$ cat src/rtl/lbm_stream_sequencer_pkg.sv
`default_nettype none
// ============================================================================
//  Module   : lbm_pkg
//  Purpose  : Shared D2Q9 lattice constants, sequencer state encoding and the
//             ping-pong memory address helper.
//  Contents : Q_D2Q9, CX/CY velocity tables, OPP opposite-direction table,
//             state_t, mem_addr().
//  Revision : 1.0 - initial parametrised release
// ============================================================================
package lbm_pkg;

  localparam int Q_D2Q9 = 9;

  typedef logic signed [1:0] vel_t;

  // Direction order: 0 rest, 1 E, 2 N, 3 W, 4 S, 5 NE, 6 NW, 7 SW, 8 SE
  localparam vel_t CX [Q_D2Q9] = '{2'sd0, 2'sd1, 2'sd0, -2'sd1, 2'sd0,
                                   2'sd1, -2'sd1, -2'sd1, 2'sd1};
  localparam vel_t CY [Q_D2Q9] = '{2'sd0, 2'sd0, 2'sd1, 2'sd0, -2'sd1,
                                   2'sd1, 2'sd1, -2'sd1, -2'sd1};
  localparam int OPP [Q_D2Q9] = '{0, 3, 4, 1, 2, 7, 8, 5, 6};

  typedef enum logic [1:0] {
    IDLE     = 2'd0,
    SWEEP    = 2'd1,
    STEP_END = 2'd2,
    DONE     = 2'd3
  } state_t;

  // {buffer bit, y*nx + x}; the buffer bit lands at bit position aw.
  function automatic logic [31:0] mem_addr(input logic buf_bit,
                                           input int unsigned x,
                                           input int unsigned y,
                                           input int unsigned nx,
                                           input int unsigned aw);
    logic [31:0] idx;
    idx = y * nx + x;
    return (32'(buf_bit) << aw) | idx;
  endfunction

endpackage
`default_nettype wire

$ cat src/rtl/lbm_stream_sequencer_if.sv
`default_nettype none
// ============================================================================
//  Module   : lbm_stream_sequencer_if
//  Purpose  : Per-cell output word and valid/ready handshake between the
//             stream sequencer (master) and the collision datapath (slave).
//  Signals  : valid_out, ready_in, cell_addr, stream_addr, bounce,
//             LID, BOTTOM_WALL, LEFT_WALL, RIGHT_WALL
//  Revision : 1.0 - initial parametrised release
// ============================================================================
interface lbm_stream_sequencer_if #(
  parameter int AW2 = 9,
  parameter int Q   = 9
);
  logic             valid_out;
  logic             ready_in;
  logic [AW2-1:0]   cell_addr;
  logic [Q*AW2-1:0] stream_addr;
  logic [Q-1:0]     bounce;
  logic             LID;
  logic             BOTTOM_WALL;
  logic             LEFT_WALL;
  logic             RIGHT_WALL;

  modport master (
    output valid_out, cell_addr, stream_addr, bounce,
           LID, BOTTOM_WALL, LEFT_WALL, RIGHT_WALL,
    input  ready_in
  );

  modport slave (
    input  valid_out, cell_addr, stream_addr, bounce,
           LID, BOTTOM_WALL, LEFT_WALL, RIGHT_WALL,
    output ready_in
  );
endinterface
`default_nettype wire

$ cat src/rtl/lbm_stream_sequencer_dir_addr.sv
`default_nettype none
// ============================================================================
//  Module   : lbm_dir_addr
//  Purpose  : Combinational push-stream destination for one lattice
//             direction, with bounce-back and optional x wrap-around.
//  Ports    : i_x, i_y        source cell coordinates
//             i_cx, i_cy      direction velocity (-1..+1)
//             i_periodic_x    1 = wrap left/right edges
//             o_dest          destination cell index (own index on bounce)
//             o_bounce        destination left the domain, reflect in place
//  Revision : 1.0 - initial parametrised release
// ============================================================================
module lbm_dir_addr
  import lbm_pkg::*;
#(
  parameter int NX = 16,
  parameter int NY = 16,
  parameter int AW = 8,
  parameter int XW = 4,
  parameter int YW = 4
) (
  input  wire logic [XW-1:0] i_x,
  input  wire logic [YW-1:0] i_y,
  input  wire vel_t          i_cx,
  input  wire vel_t          i_cy,
  input  wire logic          i_periodic_x,
  output logic [AW-1:0]      o_dest,
  output logic               o_bounce
);

  int w_nx;
  int w_ny;
  int w_dest;

  always_comb begin
    w_nx     = int'(i_x) + int'(i_cx);
    w_ny     = int'(i_y) + int'(i_cy);
    w_dest   = int'(i_y) * NX + int'(i_x);
    o_bounce = 1'b0;
    // y is never periodic, so a y escape bounces even when x would wrap.
    if (w_ny < 0 || w_ny >= NY) begin
      o_bounce = 1'b1;
    end else begin
      if (w_nx < 0 || w_nx >= NX) begin
        if (i_periodic_x) begin
          w_nx = (w_nx < 0) ? w_nx + NX : w_nx - NX;
        end else begin
          o_bounce = 1'b1;
        end
      end
      if (!o_bounce) begin
        w_dest = w_ny * NX + w_nx;
      end
    end
    o_dest = AW'(w_dest);
  end

endmodule
`default_nettype wire

$ cat src/rtl/lbm_stream_sequencer.sv
`default_nettype none
// ============================================================================
//  Module   : lbm_stream_sequencer
//  Purpose  : Sweeps an NX x NY D2Q9 grid for a programmable number of time
//             steps, emitting per cell the source address, all push-stream
//             destination addresses, bounce flags and wall/lid flags.
//  Ports    : Clk, Reset (async active-low)
//             start, num_steps, periodic_x   run control, latched at start
//             bus (master)                   cell word + valid/ready
//             buf_sel, time_count, busy, step_done, done   status
//  Revision : 1.0 - initial parametrised release
// ============================================================================
module lbm_stream_sequencer
  import lbm_pkg::*;
#(
  parameter int NX               = 16,
  parameter int NY               = 16,
  parameter int Q                = 9,
  parameter int MAX_TIME         = 8,
  parameter int ADDRESS_WIDTH    = $clog2(NX*NY),
  parameter int ADDRESS_WIDTH2   = ADDRESS_WIDTH + 1,
  parameter int TIME_COUNT_WIDTH = $clog2(MAX_TIME+1)
) (
  input  wire logic                        Clk,
  input  wire logic                        Reset,
  input  wire logic                        start,
  input  wire logic [TIME_COUNT_WIDTH-1:0] num_steps,
  input  wire logic                        periodic_x,
  lbm_stream_sequencer_if.master           bus,
  output logic                             buf_sel,
  output logic [TIME_COUNT_WIDTH-1:0]      time_count,
  output logic                             busy,
  output logic                             step_done,
  output logic                             done
);

  localparam int c_XW  = (NX > 1) ? $clog2(NX) : 1;
  localparam int c_YW  = (NY > 1) ? $clog2(NY) : 1;
  localparam int c_AW2 = ADDRESS_WIDTH2;
  localparam logic [c_XW-1:0] c_X_LAST = c_XW'(NX - 1);
  localparam logic [c_YW-1:0] c_Y_LAST = c_YW'(NY - 1);
  localparam logic [TIME_COUNT_WIDTH-1:0] c_MAX_T = TIME_COUNT_WIDTH'(MAX_TIME);

  state_t                      r_state;
  state_t                      w_state_nxt;
  logic [c_XW-1:0]             r_x;
  logic [c_YW-1:0]             r_y;
  logic                        r_valid;
  logic [c_AW2-1:0]            r_cell_addr;
  logic [Q*c_AW2-1:0]          r_stream;
  logic [Q-1:0]                r_bounce;
  logic                        r_lid;
  logic                        r_bottom;
  logic                        r_left;
  logic                        r_right;
  logic                        r_buf;
  logic [TIME_COUNT_WIDTH-1:0] r_time;
  logic [TIME_COUNT_WIDTH-1:0] r_num;
  logic                        r_periodic;
  logic                        r_busy;
  logic                        r_step_done;
  logic                        r_done;

  logic                        w_hs;
  logic                        w_last_cell;
  logic [TIME_COUNT_WIDTH-1:0] w_num_clamped;
  logic                        w_valid_nxt;
  logic                        w_load;
  logic                        w_first;
  logic                        w_start_run;
  logic                        w_step_end;
  logic                        w_done_nxt;
  logic [c_XW-1:0]             w_x_nxt;
  logic [c_YW-1:0]             w_y_nxt;
  logic                        w_periodic_eff;
  logic [ADDRESS_WIDTH-1:0]    w_dest [Q];
  logic [Q-1:0]                w_bounce;
  logic [Q*c_AW2-1:0]          w_stream;

  assign w_hs          = r_valid & bus.ready_in;
  assign w_last_cell   = (r_x == c_X_LAST) && (r_y == c_Y_LAST);
  assign w_num_clamped = (num_steps > c_MAX_T) ? c_MAX_T : num_steps;
  // The first cell is loaded in the same edge that latches periodic_x.
  assign w_periodic_eff = (r_state == IDLE) ? periodic_x : r_periodic;

  // Next-state and control decode
  always_comb begin
    w_state_nxt = r_state;
    w_valid_nxt = r_valid;
    w_load      = 1'b0;
    w_first     = 1'b0;
    w_start_run = 1'b0;
    w_step_end  = 1'b0;
    w_done_nxt  = 1'b0;
    case (r_state)
      IDLE: begin
        if (start) begin
          w_start_run = 1'b1;
          if (w_num_clamped == '0) begin
            w_state_nxt = DONE;
            w_done_nxt  = 1'b1;
          end else begin
            w_state_nxt = SWEEP;
            w_valid_nxt = 1'b1;
            w_load      = 1'b1;
            w_first     = 1'b1;
          end
        end
      end
      SWEEP: begin
        if (w_hs) begin
          if (w_last_cell) begin
            w_state_nxt = STEP_END;
            w_valid_nxt = 1'b0;
            w_step_end  = 1'b1;
          end else begin
            w_load = 1'b1;
          end
        end
      end
      STEP_END: begin
        // r_time already holds the incremented count here.
        if (r_time == r_num) begin
          w_state_nxt = DONE;
          w_done_nxt  = 1'b1;
        end else begin
          w_state_nxt = SWEEP;
          w_valid_nxt = 1'b1;
          w_load      = 1'b1;
          w_first     = 1'b1;
        end
      end
      DONE: begin
        w_state_nxt = IDLE;
      end
      default: begin
        w_state_nxt = IDLE;
      end
    endcase
  end

  // Coordinates of the word being loaded: (0,0) at step start, else raster advance.
  always_comb begin
    w_x_nxt = '0;
    w_y_nxt = '0;
    if (!w_first) begin
      if (r_x == c_X_LAST) begin
        w_y_nxt = r_y + c_YW'(1);
      end else begin
        w_x_nxt = r_x + c_XW'(1);
        w_y_nxt = r_y;
      end
    end
  end

  for (genvar i = 0; i < Q_D2Q9; i++) begin : g_dir
    lbm_dir_addr #(
      .NX (NX),
      .NY (NY),
      .AW (ADDRESS_WIDTH),
      .XW (c_XW),
      .YW (c_YW)
    ) u_dir (
      .i_x          (w_x_nxt),
      .i_y          (w_y_nxt),
      .i_cx         (CX[i]),
      .i_cy         (CY[i]),
      .i_periodic_x (w_periodic_eff),
      .o_dest       (w_dest[i]),
      .o_bounce     (w_bounce[i])
    );
    // Destinations are written into the opposite ping-pong buffer.
    assign w_stream[i*c_AW2 +: c_AW2] = {~r_buf, w_dest[i]};
  end

  always_ff @(posedge Clk or negedge Reset) begin
    if (!Reset) begin
      r_state <= IDLE;
    end else begin
      r_state <= w_state_nxt;
    end
  end

  always_ff @(posedge Clk or negedge Reset) begin
    if (!Reset) begin
      r_x         <= '0;
      r_y         <= '0;
      r_valid     <= 1'b0;
      r_cell_addr <= '0;
      r_stream    <= '0;
      r_bounce    <= '0;
      r_lid       <= 1'b0;
      r_bottom    <= 1'b0;
      r_left      <= 1'b0;
      r_right     <= 1'b0;
      r_buf       <= 1'b0;
      r_time      <= '0;
      r_num       <= '0;
      r_periodic  <= 1'b0;
      r_busy      <= 1'b0;
      r_step_done <= 1'b0;
      r_done      <= 1'b0;
    end else begin
      r_valid     <= w_valid_nxt;
      r_busy      <= (w_state_nxt != IDLE);
      r_step_done <= w_step_end;
      r_done      <= w_done_nxt;
      if (w_start_run) begin
        r_num      <= w_num_clamped;
        r_periodic <= periodic_x;
        r_time     <= '0;
      end
      if (w_step_end) begin
        r_time <= r_time + TIME_COUNT_WIDTH'(1);
        r_buf  <= ~r_buf;
      end
      if (w_load) begin
        r_x         <= w_x_nxt;
        r_y         <= w_y_nxt;
        r_cell_addr <= c_AW2'(mem_addr(r_buf, 32'(w_x_nxt), 32'(w_y_nxt),
                                       NX, ADDRESS_WIDTH));
        r_stream    <= w_stream;
        r_bounce    <= w_bounce;
        r_lid       <= (w_y_nxt == c_Y_LAST);
        r_bottom    <= (w_y_nxt == '0);
        r_left      <= !w_periodic_eff && (w_x_nxt == '0);
        r_right     <= !w_periodic_eff && (w_x_nxt == c_X_LAST);
      end
    end
  end

  assign bus.valid_out   = r_valid;
  assign bus.cell_addr   = r_cell_addr;
  assign bus.stream_addr = r_stream;
  assign bus.bounce      = r_bounce;
  assign bus.LID         = r_lid;
  assign bus.BOTTOM_WALL = r_bottom;
  assign bus.LEFT_WALL   = r_left;
  assign bus.RIGHT_WALL  = r_right;
  assign buf_sel         = r_buf;
  assign time_count      = r_time;
  assign busy            = r_busy;
  assign step_done       = r_step_done;
  assign done            = r_done;

endmodule
`default_nettype wire

$ cat src/flat_wrapper.sv
// flat-port wrapper written by rule: the top's interface ports become plain ports
module lbm_stream_sequencer_flat import lbm_pkg::*;
#(
  parameter int NX               = 16,
  parameter int NY               = 16,
  parameter int Q                = 9,
  parameter int MAX_TIME         = 8,
  parameter int ADDRESS_WIDTH    = $clog2(NX*NY),
  parameter int ADDRESS_WIDTH2   = ADDRESS_WIDTH + 1,
  parameter int TIME_COUNT_WIDTH = $clog2(MAX_TIME+1)
)
  (Clk, Reset, start, num_steps, periodic_x, buf_sel, time_count, busy, step_done, done, bus_valid_out, bus_cell_addr, bus_stream_addr, bus_bounce, bus_LID, bus_BOTTOM_WALL, bus_LEFT_WALL, bus_RIGHT_WALL, bus_ready_in);
  lbm_stream_sequencer_if #(.AW2((9)), .Q(Q)) bus_i ();
  input  wire logic Clk;
  input  wire logic Reset;
  input  wire logic start;
  input  wire logic [TIME_COUNT_WIDTH-1:0] num_steps;
  input  wire logic periodic_x;
  output logic buf_sel;
  output logic [TIME_COUNT_WIDTH-1:0] time_count;
  output logic busy;
  output logic step_done;
  output logic done;
  output wire logic [$bits(bus_i.valid_out)-1:0] bus_valid_out;
  output wire logic [$bits(bus_i.cell_addr)-1:0] bus_cell_addr;
  output wire logic [$bits(bus_i.stream_addr)-1:0] bus_stream_addr;
  output wire logic [$bits(bus_i.bounce)-1:0] bus_bounce;
  output wire logic [$bits(bus_i.LID)-1:0] bus_LID;
  output wire logic [$bits(bus_i.BOTTOM_WALL)-1:0] bus_BOTTOM_WALL;
  output wire logic [$bits(bus_i.LEFT_WALL)-1:0] bus_LEFT_WALL;
  output wire logic [$bits(bus_i.RIGHT_WALL)-1:0] bus_RIGHT_WALL;
  input wire logic [$bits(bus_i.ready_in)-1:0] bus_ready_in;
  assign bus_valid_out = bus_i.valid_out;
  assign bus_cell_addr = bus_i.cell_addr;
  assign bus_stream_addr = bus_i.stream_addr;
  assign bus_bounce = bus_i.bounce;
  assign bus_LID = bus_i.LID;
  assign bus_BOTTOM_WALL = bus_i.BOTTOM_WALL;
  assign bus_LEFT_WALL = bus_i.LEFT_WALL;
  assign bus_RIGHT_WALL = bus_i.RIGHT_WALL;
  assign bus_i.ready_in = bus_ready_in;
  lbm_stream_sequencer #(.NX(NX), .NY(NY), .Q(Q), .MAX_TIME(MAX_TIME), .ADDRESS_WIDTH(ADDRESS_WIDTH), .ADDRESS_WIDTH2(ADDRESS_WIDTH2), .TIME_COUNT_WIDTH(TIME_COUNT_WIDTH)) u_core (.Clk(Clk), .Reset(Reset), .start(start), .num_steps(num_steps), .periodic_x(periodic_x), .bus(bus_i), .buf_sel(buf_sel), .time_count(time_count), .busy(busy), .step_done(step_done), .done(done));
endmodule
$ cat config.mk
export PLATFORM = sky130hd
export DESIGN_NAME = lbm_stream_sequencer_flat
export DESIGN_NICKNAME = d
export VERILOG_FILES = /design/src/rtl/lbm_stream_sequencer_pkg.sv /design/src/rtl/lbm_stream_sequencer_if.sv /design/src/rtl/lbm_stream_sequencer_dir_addr.sv /design/src/rtl/lbm_stream_sequencer.sv /design/src/flat_wrapper.sv
export SDC_FILE = /design/constraint.sdc
export NUM_CORES = 1
export LEC_CHECK = 0
export CORE_MARGIN = 4
export CORE_UTILIZATION = 30
export CTS_CLUSTER_DIAMETER = 100
export DETAILED_ROUTE_END_ITERATION = 10
export PLACE_DENSITY = 0.58
export SYNTH_ARGS = -nofsm -noshare
export SYNTH_HDL_FRONTEND = slang
export SYNTH_HIERARCHICAL = 1
export SYNTH_SLANG_ARGS = --single-unit
$ cat constraint.sdc
create_clock -name Clk -period 4.9 [get_ports Clk]
set_clock_uncertainty 0.2 [all_clocks]
set_input_delay 0.49 -clock Clk [delete_from_list [all_inputs] [get_ports Clk]]
set_output_delay 0.49 -clock Clk [all_outputs]
set_load 0.005 [all_outputs]
==> impl_metrics.env <==
export IMPL_pwr_density_cell_nw_per_um2=436
export IMPL_remaining_drc_errors=0
export IMPL_synth_top_area_frac=0.257
export IMPL_viasPerCell=4.42
export IMPL_tightest_slew_ns=1.07
export IMPL_avgRoutedWirePerCell_um=13.9
export IMPL_synth_edff_count=0
export IMPL_synth_seq_cells=111
export IMPL_crit_type="primary input to flip-flop"
export IMPL_numPortBuffers=120
export IMPL_slew_violations=0
export IMPL_dp_hpwl_mm=19.6
export IMPL_critical_path_peak_fanout=11
export IMPL_synth_most_common_cell="ha_1"
export IMPL_drive_gt1_frac=0.184
export IMPL_yosysWarnings=6
export IMPL_yosysSeqAreaShare=0.257
export IMPL_r2r_end="u_core/bus.stream_addr[61]"
export IMPL_start_util=0.304
export IMPL_fp_dieW_um=198
export IMPL_cts_tree="yes"
export IMPL_rsz0062_at_grt="yes"
export IMPL_diodes=0
export IMPL_syn_to_final_growth_pct=28.4
export IMPL_top_level_ports=121
export IMPL_async_flop_share=1.00
export IMPL_die_area_um2=39100
export IMPL_synth_top_cell_by_area="dfrtp_1"
export IMPL_setup_worst_path_end="u_core/bus.stream_addr[61]"
export IMPL_place_ws_ns=-0.119
export IMPL_rows=69
export IMPL_place_inst=1812
export IMPL_finalSetupTns_ns=0
export IMPL_utilization=0.390
export IMPL_yosys_top_cells_count="ha_1, dfrtp_1, inv_1, mux2_4, a21oi_1"
export IMPL_worstPathCellList="clkdlybuf4s50_1, nor4_4, o21a_1, a41oi_2, buf_4, nor2_2, buf_12, inv_1, fa_1, nand2b_1, a21oi_1, o21ai_1, a31oi_1, ha_1, a21o_1, a21oi_1, xnor2_1, xnor2_1, xor2_1, mux2i_1, mux2_4"
export IMPL_min_path_type="primary input to asynchronous set/reset pin"
export IMPL_grt_max_degree=80
export IMPL_slew_headroom=0.287
export IMPL_syn_avg_cell_area_um2=10.5
export IMPL_hold_viol=0
export IMPL_grt_pass1_wl_mm=42.5
export IMPL_cp_num_buf_inv=4
export IMPL_vdd_drop_max_mv=0.220
export IMPL_place_area_um2=13600
export IMPL_cts_buffers=9
export IMPL_reg2reg_from="u_core/time_count[2]"
export IMPL_clk_insertion_delay_late_ns=0.37
export IMPL_postSynthCellCount=1026
export IMPL_worst_path_dominant_cell_family="compound AO/OA/AOI/OAI gates"
export IMPL_r2r_cells=20
export IMPL_postRouteAntennaNets=0
export IMPL_cp_start_kind="primary input"
export IMPL_hold_worst_slack_ns=0.0889
export IMPL_design_area_um2=13900
export IMPL_setup_violations=0
export IMPL_maxCapViolations=0
export IMPL_p_leak_nw=6.75
export IMPL_cp_startpoint="num_steps[0]"
export IMPL_period_minus_slack_ns=4.57
export IMPL_status="complete, no violations"
export IMPL_cts_root_buf="clkbuf_16"
export IMPL_grt_pass1_vias=8140
export IMPL_p_total_mw=6.05
export IMPL_synth_main_ff_cell="dfrtp_1"
export IMPL_grt_use_total=0.135
export IMPL_wirelength_mm=25.5
export IMPL_synth_area_um2=10800
export IMPL_cp_slowest_cell="clkdlybuf4s50_1"
export IMPL_ff2ff_setup_slack_ns=0.41
export IMPL_cp_data_required_time_ns=4.95
export IMPL_clock_path_buffers=2
export IMPL_arrival_ns=4.62
export IMPL_post_cts_setup_buffers=0
export IMPL_grt_ovfl_total=0
export IMPL_fin_crit_sh=0.932
export IMPL_synth_area_leaders="dfrtp_1, mux2_4, ha_1"
export IMPL_path_depth=21
export IMPL_end_kind="flip-flop"
export IMPL_fp_dieH_um=198
export IMPL_ys_types=50
export IMPL_final_nets=1518
export IMPL_stdcell_count=1827
export IMPL_antenna_found_initial=0
export IMPL_core_area_um2=35600
export IMPL_drt_iter0_drc=312
export IMPL_cts_sinks=111
export IMPL_path_clk_slew_ns=0.08
export IMPL_fmax_mhz=219
export IMPL_crit_path_max_incr_delay_ns=0.47
export IMPL_h_tree_depth=3
export IMPL_setup_ws_ns=0.331
export IMPL_first_pass_iters=4
export IMPL_dr_total_vias=8076
export IMPL_gp_congestion=0.827
-- placed cells by master, fill, tap and decap left out, drive strengths merged, types with 51 or more instances in the layout --
cell type / instances
conb: 171
mux2: 128
ha: 120
clkdlybuf4s50: 119
dfrtp: 111
inv: 104
a21oi: 66
buf: 63
nand2: 53
xnor2: 51
-- layout make-up --
| type | count | area, um^2 |
|---|---|---|
| well taps | 461 | 577 |
| multi-input cells | 955 | 8080 |
| flip-flops and latches | 111 | 2780 |
| clock buffers | 10 | 229 |
| clock inverters | 5 | 58.8 |
| inverters | 103 | 387 |
| repair buffers | 182 | 1760 |
| fillers | 3578 | 21700 |
-- where the power goes --
part	switching, mW	internal, mW	total (mW)
combinational	1.64	2.19	3.83
clock	0.365	0.396	0.761
sequential	0.216	1.24	1.46
total	2.22	3.83	6.05
-- sequential cells by signal, indices dropped and copies added, names as in the netlist, 2 cells and up --
name,cells
u_core/bus.stream_addr,73
u_core/bus.bounce,9
u_core/r_num,4
u_core/time_count,4
u_core/bus.cell_addr,3
u_core/r_x,3
u_core/r_y,3
u_core/r_state,2
-- worst min-delay path by stage --
stage | startpoint | to | cells past startpoint
after floorplan | Reset | u_core/buf_sel | 0
after global placement | u_core/r_num[3] | u_core/r_num[3] | 2
after detailed placement | u_core/r_num[3] | u_core/r_num[3] | 2
after CTS | Reset | u_core/time_count[3] | 1
after global routing | Reset | u_core/r_num[2] | 1
final | Reset | u_core/r_num[2] | 1
-- per-layer routing --
metal / GRT usage / vias up / wire (um) / share of wire
li1: - / 4123 / - / -
met1: 0.183 / 3823 / 12500 / 0.49
met2: 0.221 / 105 / 11700 / 0.46
met3: 0.0209 / 25 / 742 / 0.029
met4: 0.0436 / 0 / 556 / 0.022
met5: 0 / - / 0 / 0
-- worst reg2reg max path: cells and delay by family (launching register included) --
| kind | cells | cell delay [ns] |
|---|---|---|
| simple gates | 3 | 0.49 |
| buf+inv | 3 | 0.44 |
| compound gates | 6 | 1.10 |
| flops | 1 | 0.43 |
| fa+ha+maj | 2 | 0.68 |
| xor+xnor | 4 | 0.66 |
| mux | 2 | 0.35 |
-- logic make-up (layout without fill, tap and decap cells) --
| group | count (synthesis) | in the layout | synth area share |
|---|---|---|---|
| XOR/XNOR | 78 | 78 | 0.0632 |
| buffers and inverters | 129 | 300 | 0.0585 |
| adder cells (fa/ha/maj) | 147 | 147 | 0.189 |
| AND/OR/NAND/NOR | 201 | 201 | 0.107 |
| other | 2 | 171 | 0.000695 |
| flip-flops | 111 | 111 | 0.257 |
| multiplexers | 167 | 167 | 0.205 |
| AO/OA/AOI/OAI | 191 | 191 | 0.119 |
-- timing repair --
action                                  4_1_cts  5_1_grt
endpoints found under the setup margin        0        3
gates resized for setup                       0        4
hold buffers                                  0        0
Power figures use the tool's default switching activity.
